**config.mk**
```make
export PLATFORM = sky130hd
export DESIGN_NAME = cbus_xbar_mn
export DESIGN_NICKNAME = d
export VERILOG_FILES = /design/src/rtl/cbus_pkg.sv /design/src/rtl/cbus_rr_arbiter.sv /design/src/rtl/cbus_xbar_mn.sv
export SDC_FILE = /design/constraint.sdc
export NUM_CORES = 1
export LEC_CHECK = 0
export ABC_AREA = 1
export BUFFER_PORTS_ARGS = -buffer_cell sky130_fd_sc_hd__clkbuf_2
export CORE_AREA = 2 2 333 335
export DETAILED_ROUTE_END_ITERATION = 8
export DIE_AREA = 0 0 335 337
export PLACE_DENSITY_LB_ADDON = 0.1
export SYNTH_ARGS = -nofsm -noshare
export SYNTH_HDL_FRONTEND = slang
export SYNTH_HIERARCHICAL = 1
export SYNTH_SLANG_ARGS = --single-unit
```
**constraint.sdc**
```tcl
create_clock -name clk -period 1.37 [get_ports clk]
set_input_delay 0.0685 -clock clk [delete_from_list [all_inputs] [get_ports clk]]
set_output_delay 0.0685 -clock clk [all_outputs]
set_load 0.05 [all_outputs]
```
**src/rtl/cbus_pkg.sv**
```systemverilog
// Shared CBus types for the multi-master crossbar: request/response bundles,
// burst encodings, crossbar FSM states and the address-window match helper.
package cbus_pkg;

  localparam logic [1:0] BURST_FIXED = 2'd0;
  localparam logic [1:0] BURST_INCR  = 2'd1;
  localparam logic [1:0] BURST_WRAP  = 2'd2;

  typedef struct packed {
    logic        valid;
    logic [63:0] addr;
    logic [2:0]  size;
    logic [7:0]  wstrobe;
    logic [63:0] wdata;
    logic [1:0]  burst;
    logic [7:0]  len;
  } cbus_req_t;

  typedef struct packed {
    logic        ready;
    logic        last;
    logic [63:0] rdata;
  } cbus_resp_t;

  typedef enum logic [1:0] {
    ST_IDLE = 2'd0,
    ST_BUSY = 2'd1,
    ST_ERR  = 2'd2
  } xbar_state_t;

  function automatic logic addr_hit(input logic [63:0] addr,
                                    input logic [63:0] base,
                                    input logic [63:0] mask);
    return (addr & mask) == base;
  endfunction

endpackage

```
**src/rtl/cbus_rr_arbiter.sv**
```systemverilog
// Round-robin pick: first requester at or after rr_ptr, wrapping modulo N.
module cbus_rr_arbiter #(
  parameter int N  = 2,
  parameter int IW = (N > 1) ? $clog2(N) : 1
) (
  input  logic [N-1:0]  req,
  input  logic [IW-1:0] rr_ptr,
  output logic [N-1:0]  grant,
  output logic [IW-1:0] index
);

  logic          found_s;
  logic [IW:0]   cand_s;
  logic          take_s;

  // Walk the ring starting at rr_ptr and keep the first live requester.
  always_comb begin
    grant   = '0;
    index   = '0;
    found_s = 1'b0;
    cand_s  = '0;
    take_s  = 1'b0;
    for (int k = 0; k < N; k++) begin
      cand_s  = {1'b0, rr_ptr} + (IW+1)'(k);
      cand_s  = (cand_s >= (IW+1)'(N)) ? cand_s - (IW+1)'(N) : cand_s;
      take_s  = ~found_s & req[cand_s[IW-1:0]];
      grant[cand_s[IW-1:0]] = grant[cand_s[IW-1:0]] | take_s;
      index   = take_s ? cand_s[IW-1:0] : index;
      found_s = found_s | take_s;
    end
  end

endmodule

```
**src/rtl/cbus_xbar_mn.sv**
```systemverilog
// N-master / M-slave CBus crossbar: round-robin arbitration with burst lock,
// base/mask address routing and a built-in decode-error responder.
module cbus_xbar_mn
  import cbus_pkg::*;
#(
  parameter int NUM_MASTERS = 2,
  parameter int NUM_SLAVES  = 2,
  parameter logic [NUM_SLAVES-1:0][63:0] SLV_BASE = {64'h0000_0000_8000_0000, 64'h0},
  parameter logic [NUM_SLAVES-1:0][63:0] SLV_MASK = {64'hFFFF_FFFF_8000_0000, 64'hFFFF_FFFF_F000_0000}
) (
  input  logic                              clk,
  input  logic                              reset,
  input  logic [NUM_MASTERS-1:0]            m_valid,
  input  logic [NUM_MASTERS-1:0][63:0]      m_addr,
  input  logic [NUM_MASTERS-1:0][2:0]       m_size,
  input  logic [NUM_MASTERS-1:0][7:0]       m_wstrobe,
  input  logic [NUM_MASTERS-1:0][63:0]      m_wdata,
  input  logic [NUM_MASTERS-1:0][1:0]       m_burst,
  input  logic [NUM_MASTERS-1:0][7:0]       m_len,
  output logic [NUM_MASTERS-1:0]            m_ready,
  output logic [NUM_MASTERS-1:0]            m_last,
  output logic [NUM_MASTERS-1:0][63:0]      m_rdata,
  output logic [NUM_SLAVES-1:0]             s_valid,
  output logic [NUM_SLAVES-1:0][63:0]       s_addr,
  output logic [NUM_SLAVES-1:0][2:0]        s_size,
  output logic [NUM_SLAVES-1:0][7:0]        s_wstrobe,
  output logic [NUM_SLAVES-1:0][63:0]       s_wdata,
  output logic [NUM_SLAVES-1:0][1:0]        s_burst,
  output logic [NUM_SLAVES-1:0][7:0]        s_len,
  input  logic [NUM_SLAVES-1:0]             s_ready,
  input  logic [NUM_SLAVES-1:0]             s_last,
  input  logic [NUM_SLAVES-1:0][63:0]       s_rdata,
  output logic                              decerr
);

  localparam int MW = (NUM_MASTERS > 1) ? $clog2(NUM_MASTERS) : 1;
  localparam int SW = (NUM_SLAVES > 1) ? $clog2(NUM_SLAVES) : 1;

  xbar_state_t     state_r, state_nxt_s;
  logic [MW-1:0]   rr_ptr_r, rr_ptr_nxt_s;
  logic [MW-1:0]   grant_r, grant_nxt_s;
  logic [SW-1:0]   target_r, target_nxt_s;
  logic [7:0]      beat_r, beat_nxt_s;

  logic [NUM_MASTERS-1:0] arb_onehot_s;
  logic [MW-1:0]          arb_idx_s;
  logic                   arb_any_s;
  logic [63:0]            cand_addr_s;
  logic                   dec_hit_s;
  logic [SW-1:0]          dec_idx_s;

  cbus_req_t   req_s [NUM_MASTERS];
  cbus_resp_t  resp_s [NUM_SLAVES];
  cbus_req_t   gnt_req_s;
  cbus_resp_t  tgt_resp_s;
  logic [MW-1:0] ptr_after_gnt_s;
  logic          gnt_last_beat_s;

  cbus_rr_arbiter #(
    .N  (NUM_MASTERS),
    .IW (MW)
  ) u_arb (
    .req    (m_valid),
    .rr_ptr (rr_ptr_r),
    .grant  (arb_onehot_s),
    .index  (arb_idx_s)
  );

  assign arb_any_s   = |arb_onehot_s;
  assign cand_addr_s = m_addr[arb_idx_s];

  // Bundle the flat port arrays into per-port request/response structs.
  always_comb begin
    for (int m = 0; m < NUM_MASTERS; m++) begin
      req_s[m] = '{valid:   m_valid[m],
                   addr:    m_addr[m],
                   size:    m_size[m],
                   wstrobe: m_wstrobe[m],
                   wdata:   m_wdata[m],
                   burst:   m_burst[m],
                   len:     m_len[m]};
    end
    for (int s = 0; s < NUM_SLAVES; s++) begin
      resp_s[s] = '{ready: s_ready[s], last: s_last[s], rdata: s_rdata[s]};
    end
  end

  // Window decode of the arbitration winner; scanning downward lets the lowest index win overlaps.
  always_comb begin
    dec_hit_s = 1'b0;
    dec_idx_s = '0;
    for (int i = NUM_SLAVES - 1; i >= 0; i--) begin
      dec_idx_s = addr_hit(cand_addr_s, SLV_BASE[i], SLV_MASK[i]) ? SW'(i) : dec_idx_s;
      dec_hit_s = dec_hit_s | addr_hit(cand_addr_s, SLV_BASE[i], SLV_MASK[i]);
    end
  end

  assign gnt_req_s       = req_s[grant_r];
  assign tgt_resp_s      = resp_s[target_r];
  assign ptr_after_gnt_s = (grant_r == MW'(NUM_MASTERS - 1)) ? '0 : grant_r + MW'(1);
  assign gnt_last_beat_s = (beat_r == gnt_req_s.len);

  // Next-state logic; an abort (granted valid dropping) leaves rr_ptr untouched.
  always_comb begin
    state_nxt_s  = state_r;
    rr_ptr_nxt_s = rr_ptr_r;
    grant_nxt_s  = grant_r;
    target_nxt_s = target_r;
    beat_nxt_s   = beat_r;
    case (state_r)
      ST_IDLE: begin
        if (arb_any_s) begin
          grant_nxt_s  = arb_idx_s;
          target_nxt_s = dec_idx_s;
          beat_nxt_s   = 8'd0;
          state_nxt_s  = dec_hit_s ? ST_BUSY : ST_ERR;
        end else begin
          state_nxt_s  = ST_IDLE;
        end
      end
      ST_BUSY: begin
        if (!gnt_req_s.valid) begin
          state_nxt_s  = ST_IDLE;
        end else if (tgt_resp_s.ready && tgt_resp_s.last) begin
          rr_ptr_nxt_s = ptr_after_gnt_s;
          state_nxt_s  = ST_IDLE;
        end else begin
          state_nxt_s  = ST_BUSY;
        end
      end
      ST_ERR: begin
        if (!gnt_req_s.valid) begin
          state_nxt_s  = ST_IDLE;
        end else if (gnt_last_beat_s) begin
          rr_ptr_nxt_s = ptr_after_gnt_s;
          state_nxt_s  = ST_IDLE;
        end else begin
          beat_nxt_s   = beat_r + 8'd1;
        end
      end
      default: begin
        state_nxt_s = ST_IDLE;
      end
    endcase
  end

  // State, pointer and grant registers.
  always_ff @(posedge clk) begin
    if (reset) begin
      state_r  <= ST_IDLE;
      rr_ptr_r <= '0;
      grant_r  <= '0;
      target_r <= '0;
      beat_r   <= 8'd0;
    end else begin
      state_r  <= state_nxt_s;
      rr_ptr_r <= rr_ptr_nxt_s;
      grant_r  <= grant_nxt_s;
      target_r <= target_nxt_s;
      beat_r   <= beat_nxt_s;
    end
  end

  // Output routing: passthrough in BUSY, local responder in ERR, silent otherwise.
  always_comb begin
    m_ready   = '0;
    m_last    = '0;
    m_rdata   = '0;
    s_valid   = '0;
    s_addr    = '0;
    s_size    = '0;
    s_wstrobe = '0;
    s_wdata   = '0;
    s_burst   = '0;
    s_len     = '0;
    decerr    = 1'b0;
    case (state_r)
      ST_BUSY: begin
        s_valid[target_r]   = gnt_req_s.valid;
        s_addr[target_r]    = gnt_req_s.addr;
        s_size[target_r]    = gnt_req_s.size;
        s_wstrobe[target_r] = gnt_req_s.wstrobe;
        s_wdata[target_r]   = gnt_req_s.wdata;
        s_burst[target_r]   = gnt_req_s.burst;
        s_len[target_r]     = gnt_req_s.len;
        m_ready[grant_r]    = tgt_resp_s.ready;
        m_last[grant_r]     = tgt_resp_s.last;
        m_rdata[grant_r]    = tgt_resp_s.rdata;
      end
      ST_ERR: begin
        m_ready[grant_r] = gnt_req_s.valid;
        m_last[grant_r]  = gnt_req_s.valid & gnt_last_beat_s;
        decerr           = gnt_req_s.valid & gnt_last_beat_s;
      end
      default: begin
        decerr = 1'b0;
      end
    endcase
  end

endmodule
```
Yosys cells after proc, flatten, opt, wreduce, memory -nomap -nowiden
Index checks and enable logic that the tools add are counted.
{"block": "totals", "ff_bits": 13, "word_cells": 136, "out_inout_bits": 433, "in_bits": 434}
{"block": "classes", "n_addsub": 5, "eq_ne": 11, "bitwise_logic": 21, "order_cmp": 13, "reduce_logical": 13, "n_mux": 68}
{"op": "$mux 150", "n": 3}
{"op": "$and 128x128->128", "n": 3}
{"op": "$mux 128", "n": 3}
{"op": "$mux 64", "n": 4}
{"op": "$mux 66", "n": 3}
{"op": "$demux 64 s1", "n": 2}
{"op": "$logic_not 64->1", "n": 1}
{"op": "$eq 33x1->1 const B", "n": 1}
{"op": "$and 16x16->16", "n": 2}
{"op": "$mux 16", "n": 2}
{"op": "$mux 8", "n": 4}
{"op": "$mux 1", "n": 25}
{"op": "$pmux 8 s2", "n": 1}
{"op": "$and 2x2->2", "n": 6}
{"op": "$mux 2", "n": 6}
{"op": "$ne 2x2->1 const B", "n": 6}
{"op": "$lt 1x2->1 const B", "n": 5}
{"op": "$add 8x1->8 const B", "n": 1}
{"op": "$demux 8 s1", "n": 1}
{"op": "$eq 8x8->1", "n": 1}
{"op": "$pmux 2 s2", "n": 2}
{"op": "$and 6x6->6", "n": 1}
{"op": "$ge 2x2->1 const B", "n": 3}
{"op": "$mux 6", "n": 1}
{"op": "28 further kinds", "n": 44}

Logic depth before layout (Yosys ltp)
{"block": "depth", "word_depth": 14, "mapped_depth": 16, "ltp_nobuf": 16}

Cells and area by module
The synthesis kept the hierarchy.
{"mod": "cbus_xbar_mn", "instances": 1, "area_per_inst_um2": 5581.6, "cells_each": 1047, "seq_area_each_um2": 260.2}
{"mod": "cbus_rr_arbiter", "instances": 1, "area_per_inst_um2": 23.8, "cells_each": 6, "seq_area_each_um2": 0.0}

Worst setup path before layout
OpenSTA, ideal clock, no wires.
{"block": "synth_path", "path_type": "flip-flop to output port", "start": "register grant_r", "end": "output m_last[0]", "required_ns": 1.302, "arrival_ns": 2.276, "stages_incl_launch_ff": 10, "path_buffers": 1, "path_slack_ns": -0.975, "path_cell_list": "dfxtp_1 buf_6 or2_4 nand3b_2 nand3_2 nor2_4 nand2_2 nand2_2 nand2_1 nor3_1"}
{"block": "synth_between", "elab_chain_cells": 8, "elab_cells_between_ends": 14, "cone_classes": "2 x order compare; 1 x eq/ne; 6 x mux; 4 x bitwise; 1 x reduce/logical"}
{"element": "from (decl)", "line": "cbus_xbar_mn.sv:41", "text": "logic [MW-1:0] grant_r, grant_nxt_s;"}
{"element": "from (signal assigned)", "line": "cbus_xbar_mn.sv:158", "text": "grant_r <= grant_nxt_s;"}
{"element": "$not 1->2 (not written as such)", "line": "cbus_xbar_mn.sv:98", "text": "assign gnt_req_s = req_s[grant_r];"}
{"element": "$mux 150 (not written as such) (3 in series)", "line": "cbus_xbar_mn.sv:98"}
{"element": "$eq 8x8->1", "line": "cbus_xbar_mn.sv:101", "text": "assign gnt_last_beat_s = (beat_r == gnt_req_s.len);"}
{"element": "$and 1x1->1", "line": "cbus_xbar_mn.sv:192", "text": "m_last[grant_r] = gnt_req_s.valid & gnt_last_beat_s;"}
{"element": "$and 2x2->2 (no line)"}
{"element": "$pmux 2 s2 *", "line": "cbus_xbar_mn.sv:177", "text": "case (state_r)"}
{"element": "to (decl)", "line": "cbus_xbar_mn.sv:21", "text": "output logic [NUM_MASTERS-1:0] m_last,"}
Mark *: on every way between the ends. The rest lies on a longest branch, timed or not. The select of a mux whose other input is x is not followed.

==> flow_summary.html <==
<table>
<tr><th>Metric</th><th>Value</th></tr>
<tr><th colspan="2">Status</th></tr>
<tr><td>Run status</td><td>complete, but fails checks</td></tr>
<tr><td>Violations in the final reports</td><td>negative setup slack</td></tr>
<tr><th colspan="2">Timing</th></tr>
<tr><td>Setup repair after global routing missed its margin</td><td>true</td></tr>
<tr><td>Count of final hold-check violations</td><td>0</td></tr>
<tr><td>Worst-Margin Slew</td><td>0.5948 ns</td></tr>
<tr><td>Worst slew margin relative to its limit</td><td>60.20%</td></tr>
<tr><td>Final critical delay including setup and external delays</td><td>2.028 ns</td></tr>
<tr><td>Final worst-path setup slack</td><td>-0.6582 ns</td></tr>
<tr><td>Count of pins over their slew limit</td><td>0</td></tr>
<tr><td>Post-route clock period utilization</td><td>148.0%</td></tr>
<tr><td>Final setup violation count</td><td>446</td></tr>
<tr><td>Setup Skew</td><td>0.001242 ns</td></tr>
<tr><td>Achievable frequency</td><td>0.4931 GHz</td></tr>
<tr><th colspan="2">Global route</th></tr>
<tr><td>Busiest layer in global routing</td><td>met2</td></tr>
<tr><td>Total track usage</td><td>11.73%</td></tr>
<tr><td>First-pass GRT wire length</td><td>94.71 mm</td></tr>
<tr><td>GR Util met3</td><td>2.991%</td></tr>
<tr><td>Grt met2 use</td><td>23.46%</td></tr>
<tr><td>Remaining Overflow, GRT</td><td>0</td></tr>
<tr><td>Maximum number of pins on one net before global-route repair</td><td>16</td></tr>
<tr><td>Via count of the first global-routing pass</td><td>12380</td></tr>
<tr><td>Number of antenna violations at the first check in global routing</td><td>17</td></tr>
<tr><td>Global routing met1 resource utilization</td><td>12.41%</td></tr>
<tr><th colspan="2">Power</th></tr>
<tr><td>Power after layout</td><td>0.01375 W</td></tr>
<tr><td>Maximum ir drop on the vdd rail</td><td>0.4099 mV</td></tr>
<tr><td>LEAKAGE</td><td>10.13 nW</td></tr>
<tr><td>Cell area power density</td><td>509.1 nW/um^2</td></tr>
<tr><th colspan="2">Cells and area</th></tr>
<tr><td>Growth of design area from synthesis to finish</td><td>381.9%</td></tr>
<tr><td>Final instance count without filler cells</td><td>3558</td></tr>
<tr><td>Final layout net count</td><td>2565</td></tr>
<tr><td>Count of fill cells added during filler insertion</td><td>11620</td></tr>
<tr><td>Most frequent standard cell in the layout excluding fill and tap cells</td><td>sky130_fd_sc_hd__clkbuf_2</td></tr>
<tr><td>Layout Cell Area excl Fill</td><td>27010 um^2</td></tr>
<tr><td>Ratio of cells with drive above 1 in the final layout</td><td>87.63%</td></tr>
<tr><td>Core utilization of the finished layout</td><td>24.65%</td></tr>
<tr><td>Top library cells by usage in the layout, fill and taps aside</td><td>437 x sky130_fd_sc_hd__clkbuf_2, 433 x sky130_fd_sc_hd__nor2_4, 289 x sky130_fd_sc_hd__buf_12, 173 x sky130_fd_sc_hd__mux2i_4, 115 x sky130_fd_sc_hd__buf_4</td></tr>
<tr><th colspan="2">Setup path</th></tr>
<tr><td>Maximum fanout along the worst path</td><td>15</td></tr>
<tr><td>Critical path buffer and inverter count</td><td>7</td></tr>
<tr><td>Max stage delay cell, worst path</td><td>sky130_fd_sc_hd__dfxtp_4</td></tr>
<tr><td>Required time of the worst setup path</td><td>1.30 ns</td></tr>
<tr><td>Type of element launching the critical path</td><td>flip-flop</td></tr>
<tr><td>Startpoint-to-endpoint class of the critical path</td><td>reg2out</td></tr>
<tr><td>Crit path arrival time</td><td>1.96 ns</td></tr>
<tr><td>Critical path's largest stage delay</td><td>0.36 ns</td></tr>
<tr><td>Family of cells with the greatest summed delay on the critical path</td><td>buffers and inverters</td></tr>
<tr><td>Setup crit end kind</td><td>output pin</td></tr>
<tr><td>Ordered list of cells on the worst path</td><td>buf_12 -&gt; buf_8 -&gt; buf_16 -&gt; buf_12 -&gt; buf_16 -&gt; mux2i_2 -&gt; buf_4 -&gt; nor2_4 -&gt; buf_8</td></tr>
<tr><th colspan="2">Floorplan</th></tr>
<tr><td>Floorplan core area</td><td>109600 um^2</td></tr>
<tr><td>Die height</td><td>337 um</td></tr>
<tr><td>Die area</td><td>112900 um^2</td></tr>
<tr><td>Placement Rows</td><td>122</td></tr>
<tr><td>Initial Utilization</td><td>5.114%</td></tr>
<tr><td>Die span in x</td><td>335 um</td></tr>
<tr><td>Top Ports</td><td>867</td></tr>
<tr><th colspan="2">Yosys</th></tr>
<tr><td>Netlist area before placement</td><td>5605 um^2</td></tr>
<tr><td>Sequential cell area fraction in the yosys report</td><td>4.643%</td></tr>
<tr><td>Avg Synthesized Cell Area</td><td>5.323 um^2</td></tr>
<tr><td>Net count of the mapped netlist</td><td>1491</td></tr>
<tr><td>Number of library cell types mapped by synthesis</td><td>30</td></tr>
<tr><td>Cells after synthesis</td><td>1053</td></tr>
<tr><td>Post-synthesis register bit count</td><td>13</td></tr>
<tr><td>Total number of yosys warnings</td><td>6</td></tr>
<tr><th colspan="2">Routing</th></tr>
<tr><td>Number of nets with antenna violations after detailed routing</td><td>0</td></tr>
<tr><td>DRC violations left</td><td>0</td></tr>
<tr><td>Aggregate routed wire length</td><td>70.88 mm</td></tr>
<tr><td>Ratio of routed vias to standard cells</td><td>3.246</td></tr>
<tr><td>Average routed wire per standard cell</td><td>19.92 um</td></tr>
<tr><td>Pre-antenna DRT Iters</td><td>4</td></tr>
<tr><td>Initial drt markers</td><td>172</td></tr>
<tr><td>Number of vias in the routed layout</td><td>11550</td></tr>
<tr><th colspan="2">Clocking</th></tr>
<tr><td>Number of clock buffers inserted by TritonCTS</td><td>3</td></tr>
<tr><td>Max H-tree Level</td><td>1</td></tr>
<tr><td>Number of buffers on the longest clock path</td><td>2</td></tr>
<tr><td>Hold buffers post-CTS</td><td>0</td></tr>
<tr><td>Clk slew on worst S/H paths</td><td>0.05 ns</td></tr>
<tr><td># clock sinks</td><td>13</td></tr>
<tr><td>CTS tree</td><td>done</td></tr>
<tr><td>Clk_lat worst skew</td><td>0.25 ns</td></tr>
<tr><td>Master cell of the clock root buffer</td><td>sky130_fd_sc_hd__clkbuf_16</td></tr>
<tr><th colspan="2">Place</th></tr>
<tr><td>Final weighted congestion of routability-driven global placement</td><td>0.7591</td></tr>
<tr><td>Number of port buffers</td><td>866</td></tr>
<tr><td>Placed standard-cell area</td><td>21920 um^2</td></tr>
<tr><td>Setup slack at placement</td><td>-0.4747 ns</td></tr>
<tr><td>Total placed cells including tap cells</td><td>3427</td></tr>
<tr><td>Detailed placement HPWL</td><td>57.27 mm</td></tr>
<tr><th colspan="2">Job</th></tr>
<tr><td>Max_cap viols</td><td>0</td></tr>
<tr><th colspan="2">Worst hold path</th></tr>
<tr><td>Class of the worst hold path</td><td>in2reg</td></tr>
</table>
[what timing repair did]
action | in CTS | in global routing
endpoints found under the setup margin | 446 | 446
gates cloned | 46 | 6
setup buffers | 64 | 17
pin swaps | 50 | 52
resized for setup | 542 | 276
[power breakdown]
group,switching [W],internal [W]
registers,0.0000325,0.000410
logic,0.00662,0.00610
clock network,0.000204,0.000396
[routing by layer]
| metal | share of wire [%] | vias to the layer above |
|---|---|---|
| met4 | 0.96 | 16 |
| met5 | 0.16 | - |
| met2 | 57 | 424 |
| met1 | 35 | 5480 |
| li1 | - | 5596 |
| met3 | 6.4 | 34 |
[kinds of logic after synthesis]
group                      Yosys count  synth area share [%]
and+or+nand+nor                    672                 47.61
muxes                              181                 32.32
buffers and inverters              134                 9.844
AOI/OAI and AO/OA                   45                 4.062
DFF                                 13                 4.643
xor gates and xnor gates             4                0.6249
adders and majority gates            4                0.8929
[Yosys cell counts (all sizes together)]
| master | instances | area share (%) |
|---|---|---|
| xor2 | 4 | 0.62 |
| clkinv | 1 | 0.067 |
| inv | 56 | 3.7 |
| o21ai | 31 | 2.8 |
| nand2 | 148 | 10 |
| clkbuf | 50 | 3.3 |
| nor3 | 8 | 0.71 |
| a21oi | 13 | 1.2 |
| mux2i | 181 | 32 |
| o211ai | 1 | 0.13 |
| nor2 | 476 | 32 |
| dfxtp | 13 | 4.6 |
| ha | 4 | 0.89 |
| nand3b | 5 | 0.74 |
| nand4 | 7 | 0.78 |
| or2 | 3 | 0.38 |
| nand3 | 25 | 2.5 |
| buf | 27 | 2.7 |
[state kept, by name (all words and copies together) (netlist names)]
| name | cells |
|---|---|
| state_r | 2 |
| beat_r | 8 |
| target_r | 1 |
| grant_r | 1 |
| rr_ptr_r | 1 |
[final cells by class]
cell class	instances	area [um^2]	area share (%)
Timing Repair Buffer	1140	13780	51.01
Multi-Input combinational cell	912	10860	40.20
Tap cell	1426	1784	6.605
Sequential cell	13	270.3	1.001
Inverter	57	226.5	0.8384
Clock buffer	4	78.83	0.2918
Antenna cell	6	15.01	0.05558
[stage by stage]
stage | hold slack, ns | setup TNS (ns)
2_1_floorplan | 0.3737 | -51.73
3_3_place_gp | 0.4136 | -126.55
3_5_place_dp | 0.4208 | -127.84
4_1_cts | 0.1560 | -223.92
5_1_grt | 0.1743 | -246.95
6_report | 0.1469 | -216.22
[final timing paths]
kind	start	to	slack, ns	cells after the start
setup / recovery	grant_r$_SDFFE_PP0P_	s_wdata[49]	-0.66	9
hold / removal	reset	beat_r[3]$_SDFFE_PP0P_	0.15	2
setup reg to reg	grant_r$_SDFFE_PP0P_	beat_r[4]$_SDFFE_PP0P_	-0.45	13
hold reg to reg	rr_ptr_r$_SDFFE_PP0P_	rr_ptr_r$_SDFFE_PP0P_	0.58	3
(Power assumes the default switching activity.)
